File: src/rtl/key_debouncer.sv
// Multi-channel pushbutton debouncer: 2-flop synchronizer, per-key debounce FSM, press/release strobes.
// Optional auto-repeat of press_pulse while a key is held, enabled by defining KEY_REPEAT_EN.
module key_debouncer #(
    parameter int N_KEYS          = 3,
    parameter int DEBOUNCE_CYCLES = 1000000,
    parameter int REPEAT_DELAY    = 25000000,
    parameter int REPEAT_PERIOD   = 5000000
) (
    input  logic              clk_clk,
    input  logic              reset_reset,
    input  logic [N_KEYS-1:0] key_n_in,
    output logic [N_KEYS-1:0] keys_export,
    output logic [N_KEYS-1:0] press_pulse,
    output logic [N_KEYS-1:0] release_pulse
);

    typedef enum logic [1:0] {
        UP        = 2'd0,
        WAIT_DOWN = 2'd1,
        DOWN      = 2'd2,
        WAIT_UP   = 2'd3
    } state_t;

    localparam int CNT_W = $clog2(DEBOUNCE_CYCLES + 1);
    localparam logic [CNT_W-1:0] CNT_LAST = CNT_W'(DEBOUNCE_CYCLES - 1);
    localparam logic [CNT_W-1:0] CNT_MAX  = CNT_W'(DEBOUNCE_CYCLES);

    logic [N_KEYS-1:0] sync_meta;
    logic [N_KEYS-1:0] sample;
    state_t            state [N_KEYS];
    logic [CNT_W-1:0]  cnt   [N_KEYS];

`ifdef KEY_REPEAT_EN
    localparam int RPT_SPAN = (REPEAT_DELAY > REPEAT_PERIOD) ? REPEAT_DELAY : REPEAT_PERIOD;
    localparam int RPT_W    = $clog2(RPT_SPAN + 1);
    localparam logic [RPT_W-1:0] RPT_FIRST = RPT_W'(REPEAT_DELAY - 1);
    localparam logic [RPT_W-1:0] RPT_NEXT  = RPT_W'(REPEAT_PERIOD - 1);

    logic [RPT_W-1:0]  rpt_cnt [N_KEYS];
    logic [N_KEYS-1:0] rpt_armed;
`endif

    if (DEBOUNCE_CYCLES < 2 || REPEAT_DELAY < 1 || REPEAT_PERIOD < 1) begin : g_bad_params
        $error("key_debouncer: illegal parameter value");
    end

    // Two-flop synchronizer; released level (1) is the idle value
    always_ff @(posedge clk_clk) begin
        if (reset_reset) begin
            sync_meta <= '1;
            sample    <= '1;
        end else begin
            sync_meta <= key_n_in;
            sample    <= sync_meta;
        end
    end

    // Per-key debounce FSMs with registered level and strobe outputs
    always_ff @(posedge clk_clk) begin
        if (reset_reset) begin
            keys_export   <= '1;
            press_pulse   <= '0;
            release_pulse <= '0;
            for (int k = 0; k < N_KEYS; k++) begin
                state[k] <= UP;
                cnt[k]   <= '0;
`ifdef KEY_REPEAT_EN
                rpt_cnt[k]   <= '0;
                rpt_armed[k] <= 1'b0;
`endif
            end
        end else begin
            for (int k = 0; k < N_KEYS; k++) begin
                press_pulse[k]   <= 1'b0;
                release_pulse[k] <= 1'b0;
`ifdef KEY_REPEAT_EN
                // Repeat timing restarts from zero on every entry into DOWN
                if (state[k] != DOWN) begin
                    rpt_cnt[k]   <= '0;
                    rpt_armed[k] <= 1'b0;
                end
`endif
                case (state[k])
                    UP: begin
                        cnt[k] <= '0;
                        if (!sample[k]) begin
                            state[k] <= WAIT_DOWN;
                        end
                    end
                    WAIT_DOWN: begin
                        if (sample[k]) begin
                            state[k] <= UP;
                            cnt[k]   <= '0;
                        end else if (cnt[k] == CNT_LAST) begin
                            state[k]       <= DOWN;
                            cnt[k]         <= '0;
                            keys_export[k] <= 1'b0;
                            press_pulse[k] <= 1'b1;
                        end else if (cnt[k] != CNT_MAX) begin
                            cnt[k] <= cnt[k] + CNT_W'(1);
                        end
                    end
                    DOWN: begin
                        cnt[k] <= '0;
                        if (sample[k]) begin
                            state[k] <= WAIT_UP;
                        end
`ifdef KEY_REPEAT_EN
                        else if (rpt_cnt[k] == (rpt_armed[k] ? RPT_NEXT : RPT_FIRST)) begin
                            press_pulse[k] <= 1'b1;
                            rpt_cnt[k]     <= '0;
                            rpt_armed[k]   <= 1'b1;
                        end else begin
                            rpt_cnt[k] <= rpt_cnt[k] + RPT_W'(1);
                        end
`endif
                    end
                    WAIT_UP: begin
                        if (!sample[k]) begin
                            state[k] <= DOWN;
                            cnt[k]   <= '0;
                        end else if (cnt[k] == CNT_LAST) begin
                            state[k]         <= UP;
                            cnt[k]           <= '0;
                            keys_export[k]   <= 1'b1;
                            release_pulse[k] <= 1'b1;
                        end else if (cnt[k] != CNT_MAX) begin
                            cnt[k] <= cnt[k] + CNT_W'(1);
                        end
                    end
                    default: begin
                        state[k]       <= UP;
                        cnt[k]         <= '0;
                        keys_export[k] <= 1'b1;
                    end
                endcase
            end
        end
    end

endmodule

File: config.mk
export PLATFORM = sky130hd
export DESIGN_NAME = key_debouncer
export DESIGN_NICKNAME = d
export VERILOG_FILES = /design/src/rtl/key_debouncer.sv
export SDC_FILE = /design/constraint.sdc
export NUM_CORES = 1
export LEC_CHECK = 0
export CORE_MARGIN = 2
export CORE_UTILIZATION = 50
export CTS_CLUSTER_DIAMETER = 40
export DETAILED_ROUTE_END_ITERATION = 16
export PLACE_DENSITY = 0.73
export RECOVER_POWER = 100
export SYNTH_ARGS = -nofsm -noshare
export SYNTH_HDL_FRONTEND = slang
export SYNTH_SLANG_ARGS = --single-unit
File: constraint.sdc
create_clock -name clk_clk -period 6.01 [get_ports clk_clk]
set_input_delay 1.202 -clock clk_clk [delete_from_list [all_inputs] [get_ports clk_clk]]
set_output_delay 1.202 -clock clk_clk [all_outputs]
set_load 0.1 [all_outputs]
==> results.json, run 1 <==
{
  "timing.critical_path.fanout_max": 32,
  "post_cts_buffers": 0,
  "cellLeakagePower_nw": 1.54,
  "chipWidth_um": 96.9,
  "hpwl_um": 5160,
  "clk_root_buf": "sky130_fd_sc_hd__clkbuf_8",
  "ys_async_sr_fraction": 0,
  "synth_sequential_area_ratio": 0.529,
  "cp_data_required_time_ns": 5.84,
  "synth_area_per_cell_sq_um": 10.3,
  "pin_count": 14,
  "drt-total-wl_um": 7730,
  "tritoncts": "built",
  "port_buffer_count": 13,
  "die-area_sq_mm": 0.00939,
  "critical_path_arrival_ns": 4.14,
  "global_route_wire_length_before_repair_um": 13300,
  "yosys_register_bits": 81,
  "worst_slew_pin_slew_ns": 1.12,
  "maxSlewHeadroom": 0.253,
  "clock_latency_reported_for_the_late_side_of_the_worst_skew_pair_ns": 0.35,
  "drive_above_1_share": 0.0690,
  "setup_viol_count_final": 0,
  "grt_pass1_vias": 2870,
  "final_net_count": 441,
  "maximum_resistive_drop_on_vdd_mv": 0.159,
  "cts_hold_buf": 0,
  "synthFlopType": "sky130_fd_sc_hd__edfxtp_1",
  "unrepaired_setup_endpoints_after_global_routing": "false",
  "die_height_um": 96.9,
  "setup_ws_ns": 1.70,
  "most_area_hungry_cell_type_in_the_yosys_netlist": "sky130_fd_sc_hd__edfxtp_1",
  "cellPowerDensity_mw_per_mm2": 292,
  "fin_worst_skew_ns": 0.0131,
  "initial_util": 0.520,
  "synth_cells": 420,
  "grt_remaining_overflow": 0,
  "netlist_area_sq_mm": 0.00432,
  "grt_util_all_layers": 0.172,
  "post_synth_xor_area_fraction": 0.116,
  "synth_top_family_by_area": "simple AND/OR/NAND/NOR gates",
  "max-clock-path-buffers": 2,
  "floorplan.rows": 33,
  "r2r_slack_ns": 2.28,
  "cts_repair_resize_count": 0,
  "status": "finished, final reports clean",
  "maxCapViolations": 0,
  "gp_routability_congestion": 0.807,
  "drtPass1Iterations": 5,
  "fp.coreArea_sq_mm": 0.00830,
  "final_cells": 540,
  "yosys-top-cells-area": "sky130_fd_sc_hd__edfxtp_1 (46%), sky130_fd_sc_hd__dfxtp_1 (7.0%), sky130_fd_sc_hd__nor2_1 (7.0%)",
  "critPathKind": "input pin to flop",
  "preCtsSetupSlack_ns": 2.08,
  "fin_crit_sh": 0.717,
  "ant_nets": 0,
  "area_occupied_by_multi_input_gates_sq_mm": 0.00190,
  "layout.area.seq_sq_mm": 0.00228,
  "synth_compound_area_frac": 0.0525,
  "clock_edge_transition_at_the_registers_on_the_reported_setup_and_hold_paths_ns": 0.09,
  "finalHoldViolCount": 0,
  "count_of_synthesis_stage_warnings_from_yosys": 0,
  "timing.final.crit_period_ns": 4.31,
  "avgViaCountPerCell": 5.57,
  "hold_ws_ns": 0.401,
  "critical_path.endpoint_type": "flop",
  "placed_cells_incl_taps": 524,
  "synth-edff-count": 66,
  "antenna_cells": 0,
  "layout.filler_cells": 710,
  "syn2layout_area_growth_pct": 9.07,
  "h-tree-depth": 3,
  "synthAdderAreaFrac": 0.0174,
  "grt_antenna_before_repair": 0,
  "worstSetupStartpointType": "input pin",
  "synth.top_cell.area_share": 0.459,
  "yosysUniqueCellTypes": 45,
  "share_of_cell_area_taken_by_muxes_after_synthesis": 0,
  "syn_nets": 431,
  "worstHoldPathType": "flop to flop",
  "final_max_slew_viol_count": 0,
  "wl_per_cell_um": 14.3,
  "dr_total_vias": 3008,
  "setup_tns_final_ns": 0,
  "route.detailed.drc": 0,
  "maximum_number_of_pins_on_one_net_before_global_route_repair": 33,
  "tritoncts_num_sinks": 81,
  "fmaxAchievable_mhz": 232,
  "drt_first_iter_violations": 142,
  "design_power_total_mw": 1.38,
  "synth_simple_gate_area_frac": 0.254,
  "cts_buffers": 9
}
[per-stage QoR]
stage	utilization	instance area [sq um]
final	0.567	4710
after global routing	0.567	4710
after CTS	0.568	4710
after detailed placement	0.543	4500
after global placement	0.543	4500
after floorplan	-	4320
[layer usage]
| metal | vias to the layer above | track usage | wire length (um) |
|---|---|---|---|
| li1 | 1518 | - | - |
| met1 | 1430 | 0.234 | 3700 |
| met2 | 53 | 0.274 | 3660 |
| met3 | 7 | 0.0296 | 254 |
| met4 | 0 | 0.0737 | 110 |
| met5 | - | 0 | 0 |
[worst max-delay path, cell delays in order]
cell	delay [ns]
sky130_fd_sc_hd__dlygate4sd3_1	0.52
sky130_fd_sc_hd__clkbuf_1	0.82
sky130_fd_sc_hd__nor2_1	0.18
sky130_fd_sc_hd__nand2_1	0.58
sky130_fd_sc_hd__nand3_1	0.83
[power breakdown]
group	switching (mW)	internal [mW]	total (mW)
Sequential	0.0727	0.671	0.744
Clock	0.195	0.230	0.425
Combinational	0.120	0.0888	0.209
[layout by cell type, fill, tap and decap left out, drive strengths merged, types with 3 or more instances in the layout]
cell type      Yosys  layout
clkdlybuf4s50      0       3
nand3             26      26
o21bai             5       5
nand4             16      16
or4b               4       4
a21oi              9       9
or4                6       6
nor3b              4       4
nand2             24      24
dlygate4sd3        0      10
xor2              30      30
a22oi              3       3
nor3              11      11
edfxtp            66      66
or3                3       3
xnor2             27      27
nor4               7       7
inv               15      15
and4               8       8
dfxtp             15      15
and3               3       3
ha                 6       6
clkinv             0       5
clkbuf            10      10
and2               3       3
o21ai              6       6
nor2              80      80
or2               10      10
[state kept, by name (all words and copies together) (netlist names)]
| signal | cells |
|---|---|
| cnt | 60 |
| press_pulse | 3 |
| keys_export | 3 |
| release_pulse | 3 |
| sync_meta | 3 |
| sample | 3 |
| state | 6 |
[final timing paths]
path                     to  cells past startpoint         start
setup / recovery  cnt[2][1]                      5   reset_reset
hold / removal    sample[0]                      1  sync_meta[0]
setup reg to reg  cnt[2][1]                      5    cnt[2][11]
hold reg to reg   sample[0]                      1  sync_meta[0]
[cells by family (layout without fill, tap and decap cells)]
group	count (synthesis)	in the layout
and+or+nand+nor	213	213
xor gates and xnor gates	57	57
AOI/OAI and AO/OA	33	33
buffers and inverters	30	45
DFF	81	81
adders and majority gates	6	6
[synthesized netlist by cell type (all sizes together) (6+ instances only)]
cell,count
a21oi,9
and4,8
clkbuf,10
dfxtp,15
edfxtp,66
ha,6
inv,15
nand2,24
nand3,26
nand4,16
nor2,80
nor3,11
nor4,7
o21ai,6
or2,10
or4,6
xnor2,27
xor2,30
[area by class of cell]
type | count | area share
timing repair buffer | 14 | 0.0284
clock buffer | 9 | 0.0263
inverter | 15 | 0.0120
multi-input combinational | 309 | 0.403
clock inverter | 7 | 0.0181
tap | 105 | 0.0279
sequential | 81 | 0.485
No activity file was read; power rests on OpenSTA's default activity.
==> inputs of run 2 (changes only) <==
- clock period: 6.01 -> 4.4 ns (I/O delays scaled with it)
==> run 2 against run 1 <==
  * Final area decreased by 0.27%
  * Via count increased by 0.80%
  * Sequential power increased by 37%
  * Critical path type unchanged
==> results.json, run 2 (synthesis gave the netlist of run 1 again) <==
{
  "drt_first_iter_violations": 146,
  "critical_path.endpoint_type": "flop",
  "preCtsSetupSlack_ns": 1.27,
  "worst_slew_pin_slew_ns": 1.11,
  "post-route-util": 0.566,
  "maximum_resistive_drop_on_vdd_mv": 0.247,
  "critical_path_arrival_ns": 3.54,
  "cts_repair_resize_count": 0,
  "tritoncts": "built",
  "setup_tns_final_ns": 0,
  "setup_ws_ns": 0.931,
  "pin_count": 14,
  "hold_ws_ns": 0.410,
  "final_net_count": 443,
  "route.detailed.drc": 0,
  "fin_worst_skew_ns": 0.00992,
  "grt_antenna_before_repair": 0,
  "global_route_wire_length_before_repair_um": 12900,
  "chipWidth_um": 96.9,
  "worstSetupStartpointType": "input pin",
  "cellLeakagePower_nw": 1.54,
  "drt-total-wl_um": 7610,
  "antenna_cells": 0,
  "die-area_sq_mm": 0.00939,
  "cp_data_required_time_ns": 4.47,
  "final_max_slew_viol_count": 0,
  "cts_buffers": 9,
  "fin_crit_sh": 0.788,
  "clock_latency_reported_for_the_late_side_of_the_worst_skew_pair_ns": 0.36,
  "registers_with_the_highest_flip_flop_counts": "cnt: 60 flops, state: 6 flops",
  "regMostFlops": "cnt",
  "drtPass1Iterations": 4,
  "layout_commonest_cell": "sky130_fd_sc_hd__nor2_1",
  "maximum_number_of_pins_on_one_net_before_global_route_repair": 30,
  "cellPowerDensity_mw_per_mm2": 400,
  "status": "finished, final reports clean",
  "timing.critical_path.fanout_max": 29,
  "cts_hold_buf": 0,
  "fmaxAchievable_mhz": 288,
  "avgViaCountPerCell": 5.59,
  "unrepaired_setup_endpoints_after_global_routing": "false",
  "finalHoldViolCount": 0,
  "drive_above_1_share": 0.0641,
  "grt_remaining_overflow": 0,
  "ant_nets": 0,
  "max-clock-path-buffers": 2,
  "final_cells": 542,
  "floorplan.rows": 33,
  "timing.final.crit_period_ns": 3.47,
  "clk_root_buf": "sky130_fd_sc_hd__clkbuf_8",
  "grt_util_all_layers": 0.164,
  "maxCapViolations": 0,
  "setup_viol_count_final": 0,
  "maxSlewHeadroom": 0.260,
  "worstHoldPathType": "flop to flop",
  "die_height_um": 96.9,
  "initial_util": 0.520,
  "tritoncts_num_sinks": 81,
  "grt_pass1_vias": 2888,
  "wl_per_cell_um": 14.0,
  "port_buffer_count": 13,
  "dr_total_vias": 3032,
  "h-tree-depth": 3,
  "placed_cells_incl_taps": 526,
  "largest_register_ff_count": 60,
  "fp.coreArea_sq_mm": 0.00830,
  "critPathKind": "input pin to flop",
  "syn2layout_area_growth_pct": 8.78,
  "post_cts_buffers": 0,
  "hpwl_um": 5130,
  "clock_edge_transition_at_the_registers_on_the_reported_setup_and_hold_paths_ns": 0.08,
  "final_cell_mix": "sky130_fd_sc_hd__nor2_1 (80), sky130_fd_sc_hd__edfxtp_1 (66), sky130_fd_sc_hd__xor2_1 (30)",
  "gp_routability_congestion": 0.865
}
run 2: cell count changes in the layout (fill, tap and decap cells not counted), sizes merged:
cell    change
clkbuf      +3
clkinv      -1
run 2: final cells by class:
cell class	instances	area [sq um]
Clock buffer	10	128
Clock inverter	6	82.6
Fill cell	741	3600
Inverter	15	56.3
Multi-Input combinational cell	309	1870
Sequential cell	81	2280
Tap cell	105	131
Timing Repair Buffer	16	141
run 2: through the flow:
step | instance area [sq um] | power (mW)
after global placement | 4520 | 1.32
after floorplan | 4320 | 1.26
after CTS | 4730 | 1.91
after detailed placement | 4520 | 1.32
final | 4700 | 1.88
after global routing | 4700 | 1.97
run 2: per-layer routing:
layer  vias up  routed length (um)  global-route usage
li1       1520                   -                   -
met1      1458                3740               0.223
met2        43                3540               0.261
met3        11                 213              0.0311
met4         0                 116              0.0661
met5         -                   0                   0
run 2: path summary, 6_finish.rpt:
kind	slack, ns	end	depth (start not counted)	from
worst min register to register	0.41	sample[1]	1	sync_meta[1]
worst max-delay path	0.93	cnt[1][7]	6	reset_reset
worst max register to register	1.25	cnt[1][7]	5	cnt[1][7]
worst min-delay path	0.41	sample[1]	1	sync_meta[1]
run 2: critical path: stages:
cell	delay [ns]
sky130_fd_sc_hd__dlygate4sd3_1	0.60
sky130_fd_sc_hd__clkbuf_1	0.77
sky130_fd_sc_hd__nor2_1	0.16
sky130_fd_sc_hd__nand2_1	0.13
sky130_fd_sc_hd__or2_0	0.84
sky130_fd_sc_hd__nor2_1	0.14
run 2: power breakdown:
part	leakage, nW	internal, mW	switching, mW	total, mW
clock	0.108	0.317	0.273	0.590
sequential	0.921	0.916	0.101	1.02
combinational	0.513	0.116	0.157	0.273
total	1.54	1.35	0.531	1.88
